--- config.mk ---
export PLATFORM = sky130hd
export DESIGN_NAME = if_stage
export DESIGN_NICKNAME = d
export VERILOG_FILES = /design/src/rtl/if_stage.sv
export SDC_FILE = /design/constraint.sdc
export NUM_CORES = 1
export LEC_CHECK = 0
export ABC_AREA = 1
export CAP_MARGIN = 20
export CORE_MARGIN = 1.5
export CORE_UTILIZATION = 59
export CTS_BUF_LIST = sky130_fd_sc_hd__clkbuf_2
export CTS_CLUSTER_SIZE = 8
export DETAILED_ROUTE_END_ITERATION = 7
export DONT_BUFFER_PORTS = 1
export GPL_ROUTABILITY_DRIVEN = 0
export PLACE_DENSITY = 0.75
export RECOVER_POWER = 50
export SYNTH_ARGS = -nofsm -noshare
export SYNTH_HDL_FRONTEND = slang
export SYNTH_SLANG_ARGS = --single-unit
--- constraint.sdc ---
create_clock -name clk -period 6 [get_ports clk]
set_input_delay 1.2 -clock clk [delete_from_list [all_inputs] [get_ports clk]]
set_output_delay 1.2 -clock clk [all_outputs]
set_load 0.02 [all_outputs]
--- src/rtl/if_stage.sv ---
// Instruction-fetch stage: owns the PC, issues one instruction-memory request at
// a time and hands fetched words to the IF/ID register.
//
// Three states:
//   FETCH : a request for pc is live on the memory port.
//   HOLD  : a word completed under stall and sits in the hold buffer; no request.
//   DRAIN : a redirect arrived while a request was still outstanding. The old
//           address stays on the bus until memory completes, and that data is
//           thrown away. pc already holds the redirect target.
//
// Optional feature: define IF_PERF_EN to build the delivered-instruction and
// memory-wait counters. Without it, perf_fetched and perf_wait are tied to zero
// and no counter flops exist.
module if_stage #(
  parameter logic [31:0] RESET_PC = 32'h0000_0000
) (
  input  logic        clk,
  input  logic        reset,
  input  logic        stall,
  input  logic        redirect_valid,
  input  logic [31:0] redirect_pc,
  output logic        imem_req,
  output logic [31:0] imem_addr,
  input  logic        imem_ready,
  input  logic [31:0] imem_rdata,
  output logic [31:0] pc_plus4_out,
  output logic [31:0] instr_out,
  output logic        fetch_valid,
  output logic [31:0] perf_fetched,
  output logic [31:0] perf_wait
);

  typedef enum logic [1:0] {
    S_FETCH = 2'd0,
    S_HOLD  = 2'd1,
    S_DRAIN = 2'd2
  } state_t;

  state_t      state;
  logic [31:0] pc;
  logic [31:0] drain_addr;
  logic [31:0] hold_buf;
  logic [31:0] pc_next4;
  logic [31:0] redirect_target;
  logic        done;
  logic        unused_redirect_lsbs;

  // Wraps modulo 2^32 by construction (32-bit add, carry dropped).
  assign pc_next4        = pc + 32'd4;
  assign redirect_target = {redirect_pc[31:2], 2'b00};
  assign unused_redirect_lsbs = ^redirect_pc[1:0];

  // The request is combinational so that it drops the instant reset asserts
  // (abandoning any transfer) and is live with RESET_PC in the first cycle
  // after release. In DRAIN the bus keeps the stale address, not the new pc.
  assign imem_req  = !reset && (state != S_HOLD);
  assign imem_addr = (state == S_DRAIN) ? drain_addr : pc;
  assign done      = imem_req && imem_ready;

  // Fetch FSM, PC and IF/ID-facing output registers.
  always_ff @(posedge clk or posedge reset) begin
    if (reset) begin
      state        <= S_FETCH;
      pc           <= RESET_PC;
      drain_addr   <= '0;
      hold_buf     <= '0;
      instr_out    <= '0;
      pc_plus4_out <= '0;
      fetch_valid  <= 1'b0;
    end else if (redirect_valid) begin
      // Redirect wins over stall: bubble out, discard any buffered word.
      pc          <= redirect_target;
      instr_out   <= '0;
      fetch_valid <= 1'b0;
      hold_buf    <= '0;
      case (state)
        S_FETCH: begin
          if (done) begin
            state <= S_FETCH;
          end else begin
            // Outstanding request must finish at its original address.
            state      <= S_DRAIN;
            drain_addr <= pc;
          end
        end
        S_HOLD:  state <= S_FETCH;
        S_DRAIN: state <= done ? S_FETCH : S_DRAIN;
        default: state <= S_FETCH;
      endcase
    end else begin
      case (state)
        S_FETCH: begin
          if (stall) begin
            // Outputs and pc frozen; a word arriving now is parked.
            if (done) begin
              hold_buf <= imem_rdata;
              state    <= S_HOLD;
            end
          end else if (done) begin
            instr_out    <= imem_rdata;
            pc_plus4_out <= pc_next4;
            fetch_valid  <= 1'b1;
            pc           <= pc_next4;
          end else begin
            instr_out   <= '0;
            fetch_valid <= 1'b0;
          end
        end
        S_HOLD: begin
          if (!stall) begin
            instr_out    <= hold_buf;
            pc_plus4_out <= pc_next4;
            fetch_valid  <= 1'b1;
            pc           <= pc_next4;
            state        <= S_FETCH;
          end
        end
        S_DRAIN: begin
          // Stale data is never presented; pc already points at the target.
          if (!stall) begin
            instr_out   <= '0;
            fetch_valid <= 1'b0;
          end
          if (done) begin
            state <= S_FETCH;
          end
        end
        default: state <= S_FETCH;
      endcase
    end
  end

`ifdef IF_PERF_EN
  logic [31:0] fetched_cnt;
  logic [31:0] wait_cnt;
  logic        deliver;

  // A new instruction reaches instr_out from the bus or from the hold buffer.
  assign deliver = !redirect_valid && !stall &&
                   (((state == S_FETCH) && done) || (state == S_HOLD));

  // Free-running performance counters, wrapping at 2^32.
  always_ff @(posedge clk or posedge reset) begin
    if (reset) begin
      fetched_cnt <= '0;
      wait_cnt    <= '0;
    end else begin
      if (deliver) begin
        fetched_cnt <= fetched_cnt + 32'd1;
      end
      if (imem_req && !imem_ready) begin
        wait_cnt <= wait_cnt + 32'd1;
      end
    end
  end

  assign perf_fetched = fetched_cnt;
  assign perf_wait    = wait_cnt;
`else
  assign perf_fetched = '0;
  assign perf_wait    = '0;
`endif

endmodule

After elaboration in Yosys (flattened, before gate mapping). Index checks and enable logic that the tools add are counted. W data, S select, Z words.

Register bits: 163. Word-level logic and storage cells: 69. Input port bits: 69. Output and inout port bits: 162.

Bitwise operators: 2. Multiplexer cells: 30. Equal/unequal tests: 12. $add $sub $neg: 1. Reduce and logical (&&, ||, !) cells: 17.

Operators with widths (number): $mux W32 (14); $pmux W32 S3 (1); $pmux W32 S2 (1); $add A32 B3 Y32 const B (1); $ne A3 B3 Y1 const B (6); $mux W2 (7); $reduce_and A4 Y1 (3); $reduce_bool A2 Y1 (4); $ne A2 B2 Y1 const B (3); $pmux W2 S3 (1); $reduce_and A3 Y1 (2); $mux W1 (5); $reduce_and A5 Y1 (1); $reduce_bool A4 Y1 (1); $pmux W1 S3 (1); $reduce_bool A3 Y1 (1); $eq A2 B1 Y1 const B (1); $eq A2 B2 Y1 const B (1); $logic_and A1 B1 Y1 (2); $logic_not A2 Y1 (1); $ne A2 B1 Y1 const B (1); $not A1 Y1 (2); $reduce_or A2 Y1 (1); $logic_not A1 Y1 (1).

Longest topological paths before layout.
Depth after elaboration: 7. Mapped depth: 11. Depth with buffers taken out: 10.

Least setup slack after synthesis. OpenSTA, ideal clock, no wires.

Path type: register -> output. Start point: reg state[0]. End point: out imem_addr[10]. Cell stages (with the launch flop): 6. Slack: 3408 ps. Data arrival time: 1392 ps. Required time: 4800 ps. Buffers on the path: 2. Path through: dfrtp_1 inv_1 ha_1 buf_2 clkbuf_1 o21ai_0.

Cells in the longest elaborated chain, start to end: 2.

Ends and longest elaborated chain: start, declared (RTL line 39) `state_t state;`; start signal, assigned (RTL line 87) `S_DRAIN: state <= done ? S_FETCH : S_DRAIN;`; $eq A2 B2 Y1 (RTL line 57) `assign imem_addr = (state == S_DRAIN) ? drain_addr : pc;`; $mux W32 (RTL line 57); end, declared (RTL line 23) `output logic [31:0] imem_addr,`.

Every way passes these cells.

Final worst setup path.
Start point: reg state[0]. End point: reg pc_plus4_out[22].

Cells in the longest elaborated chain, start to end: 5. Elaborated cells on any way between the ends: 11. Classes of those cells: eq/ne: 5; mux: 1; reduce/logical: 5.

Ends and longest elaborated chain: $ne A2 B1 Y1 (RTL line 56) `assign imem_req = !reset && (state != S_HOLD);`; $logic_and A1 B1 Y1 (RTL line 56); net imem_req (RTL line 22) `output logic imem_req,`; $logic_and A1 B1 Y1 (RTL line 58) `assign done = imem_req && imem_ready;`; $ne A2 B2 Y1 (no line); $reduce_and A5 Y1 (no line); end signal, assigned (RTL line 101) `pc_plus4_out <= pc_next4;`; end signal, assigned (RTL line 112) `pc_plus4_out <= pc_next4;`; end, declared (RTL line 26) `output logic [31:0] pc_plus4_out,`.

The timed path passes the listed nets, and every way through them passes these cells. A chain may end at the register's enable or synchronous reset.

==> impl_metrics.env <==
export IMPL_drcViolationCount=0
export IMPL_synth_distinct_cells=35
export IMPL_ys_top_cells_by_area="dfrtp_1, nand2_1, o21ai_0, buf_4, inv_1"
export IMPL_via_per_inst=5.34
export IMPL_row_count=43
export IMPL_slew_viol_final=150
export IMPL_post_cts_buffers=0
export IMPL_area_growth_pct=-0.0751
export IMPL_grt_pass1_vias=5869
export IMPL_ys_seq_area_frac=0.472
export IMPL_cts_sinks=157
export IMPL_whs_ns=0.513
export IMPL_yosysMostFrequentCell="nand2_1"
export IMPL_overflow=0
export IMPL_post_place_ws_ns=2.36
export IMPL_cp_start_kind="flip-flop"
export IMPL_ant_nets=0
export IMPL_synth_commonest_cells="nand2_1, dfrtp_1, o21ai_0"
export IMPL_cts_repair_resized=0
export IMPL_fin_setup_tns_ns=0
export IMPL_dieArea_sq_mm=0.0148
export IMPL_die_w_microns=122
export IMPL_syn_area_sq_mm=0.00832
export IMPL_path_class="reg -> reg"
export IMPL_yosysTopAreaCellShare=0.472
export IMPL_synthCells=1055
export IMPL_numPortBuffers=0
export IMPL_fin_nets=1102
export IMPL_setup_violations=0
export IMPL_clk_latency_ns=0.72
export IMPL_pwr_density_cell_mw_per_mm2=458
export IMPL_startpoint="state[0]$_DFFE_PP0P_"
export IMPL_core_sq_mm=0.0138
export IMPL_worst_slack_ns=2.05
export IMPL_vias=6529
export IMPL_cts_tree="built"
export IMPL_max_freq_mhz=253
export IMPL_grt_max_degree=100
export IMPL_clk_pin_slew_ns=0.21
export IMPL_cts_made_buffers=17
export IMPL_crit_arrival_ns=4.56
export IMPL_pin_count=231
export IMPL_violations="capacitance limit, slew limit"
export IMPL_synth_edf_count=0
export IMPL_hold_viol=0
export IMPL_status="complete, but fails checks"
export IMPL_yosys_area_top_type="dfrtp_1"
export IMPL_crit_path_max_fanout=49
export IMPL_first_iter_violations=475
export IMPL_htreeDepth=4
export IMPL_rsz0062_at_grt="false"
export IMPL_root_buffer="clkbuf_2"
export IMPL_slew_headroom=-1.92
export IMPL_finClkSkew_ns=0.0320
export IMPL_end_kind="flip-flop"
export IMPL_period_needed_ns=3.95
export IMPL_worst_slew_pin_slew_ns=4.35
export IMPL_worstHoldStart="drain_addr[21]$_DFFE_PP0P_"
export IMPL_async_flop_share=1.00
export IMPL_antenna_cells=0
export IMPL_hold_class="reg -> reg"
export IMPL_finalWirelength_microns=18500
export IMPL_place_hpwl_microns=12400
export IMPL_fp_dieH_microns=122
export IMPL_layout_drive_gt1_share=0.0777
export IMPL_reg2reg_from="state[0]$_DFFE_PP0P_"
export IMPL_wl_per_cell_microns=15.1
export IMPL_syn_avg_cell_area_sq_um=7.89
export IMPL_antenna_found_initial=0
export IMPL_postCtsHoldBufs=0
export IMPL_maxCapViolCount=2
export IMPL_critPathRequiredTime_ns=6.61
export IMPL_ys_seq_elements=157
export IMPL_synth_flop_cell="dfrtp_1"
export IMPL_power_leakage_nw=4.21
export IMPL_drt_pass1_iterations=5
export IMPL_cts_buffer_depth=2
export IMPL_ys_warnings_count=0
export IMPL_grt_pass1_wl_microns=29500
export IMPL_vdd_drop_max_v=0.000228
export IMPL_period_share=0.658
export IMPL_track_usage=0.255
export IMPL_start_util=0.602
-- registers in the layout (all words and copies together), names as in the netlist --
register,flops
hold_buf,32
instr_out,32
drain_addr,30
pc,30
pc_plus4_out,30
state,2
fetch_valid,1
-- where the power goes --
part | total [mW] | switching, mW | leakage, nW | internal [mW]
Sequential | 1.88 | 0.486 | 2.04 | 1.40
Combinational | 1.39 | 1.02 | 2.05 | 0.373
Clock | 0.536 | 0.387 | 0.126 | 0.150
Total | 3.81 | 1.89 | 4.21 | 1.92
-- metal layers --
layer  wire length [microns]  GRT usage
met1                    8290      0.354
met2                    8330      0.378
met3                    1570     0.0894
met4                     263     0.0757
met5                       0          0
-- kinds of logic (layout without fill, tap and decap cells) --
kind of cell    Yosys count  count (layout)  synth area share
compound gates          185             185             0.144
other cells               1              68          0.000451
xor+xnor                  1               1           0.00105
flops                   157             157             0.472
buf+inv                 234             154             0.144
fa+ha+maj                 4               4           0.00601
simple gates            473             473             0.233
-- final cells by class --
cell class                 instances  area, sq um
clock inverter                    14          119
multi-input combinational        731         3440
inverter                         117          440
fill                            1311         5510
timing repair buffer               5         70.1
sequential                       157         3930
tap                              180          225
clock buffer                      18         90.1
-- through the flow --
step | area [sq um] | utilization | std cells | power (mW)
after detailed placement | 8070 | 0.584 | 1188 | 3.27
after floorplan | 8570 | - | 1122 | 3.04
final | 8320 | 0.601 | 1222 | 3.81
after global placement | 8070 | 0.584 | 1188 | 3.23
after global routing | 8320 | 0.601 | 1222 | 4.09
after CTS | 8280 | 0.599 | 1220 | 3.80
-- critical path: stages, from the launching register on --
cell     delay, ns
dfrtp_1       0.45
ha_1          0.28
nor2_1        0.39
nand2_1       0.95
nand2_1       0.31
nand2_2       0.12
nor2_4        0.63
inv_2         0.48
nand2_1       0.15
nand2_1       0.06
-- path summary, 6_finish.rpt --
| check | to | slack [ns] | cells past startpoint |
|---|---|---|---|
| setup / recovery | pc_plus4_out[22]$_DFFE_PP0P_ | 2.05 | 9 |
| hold / removal | drain_addr[21]$_DFFE_PP0P_ | 0.51 | 2 |
| setup reg to reg | pc_plus4_out[22]$_DFFE_PP0P_ | 2.05 | 9 |
| hold reg to reg | drain_addr[21]$_DFFE_PP0P_ | 0.51 | 2 |
| max in group asynchronous | drain_addr[11]$_DFFE_PP0P_ | 2.26 | 2 |
| min in group asynchronous | instr_out[22]$_DFFE_PP0P_ | 1.61 | 1 |
-- cell usage in the layout, fill, tap and decap left out, drive strengths merged --
master / netlist / final
conb: 1 / 68
a22oi: 1 / 1
o21ai: 130 / 130
nand2: 352 / 352
ha: 4 / 4
buf: 95 / 5
nor2: 51 / 51
a21oi: 4 / 4
and2: 1 / 1
o32ai: 22 / 22
clkinvlp: 0 / 4
clkinv: 0 / 8
nand3: 65 / 65
bufinv: 0 / 1
inv: 117 / 118
xor2: 1 / 1
a21o: 1 / 1
o211ai: 27 / 27
or2: 1 / 1
nor3: 1 / 1
clkbuf: 22 / 18
nand3b: 2 / 2
dfrtp: 157 / 157
No activity file was read; power rests on OpenSTA's default activity.
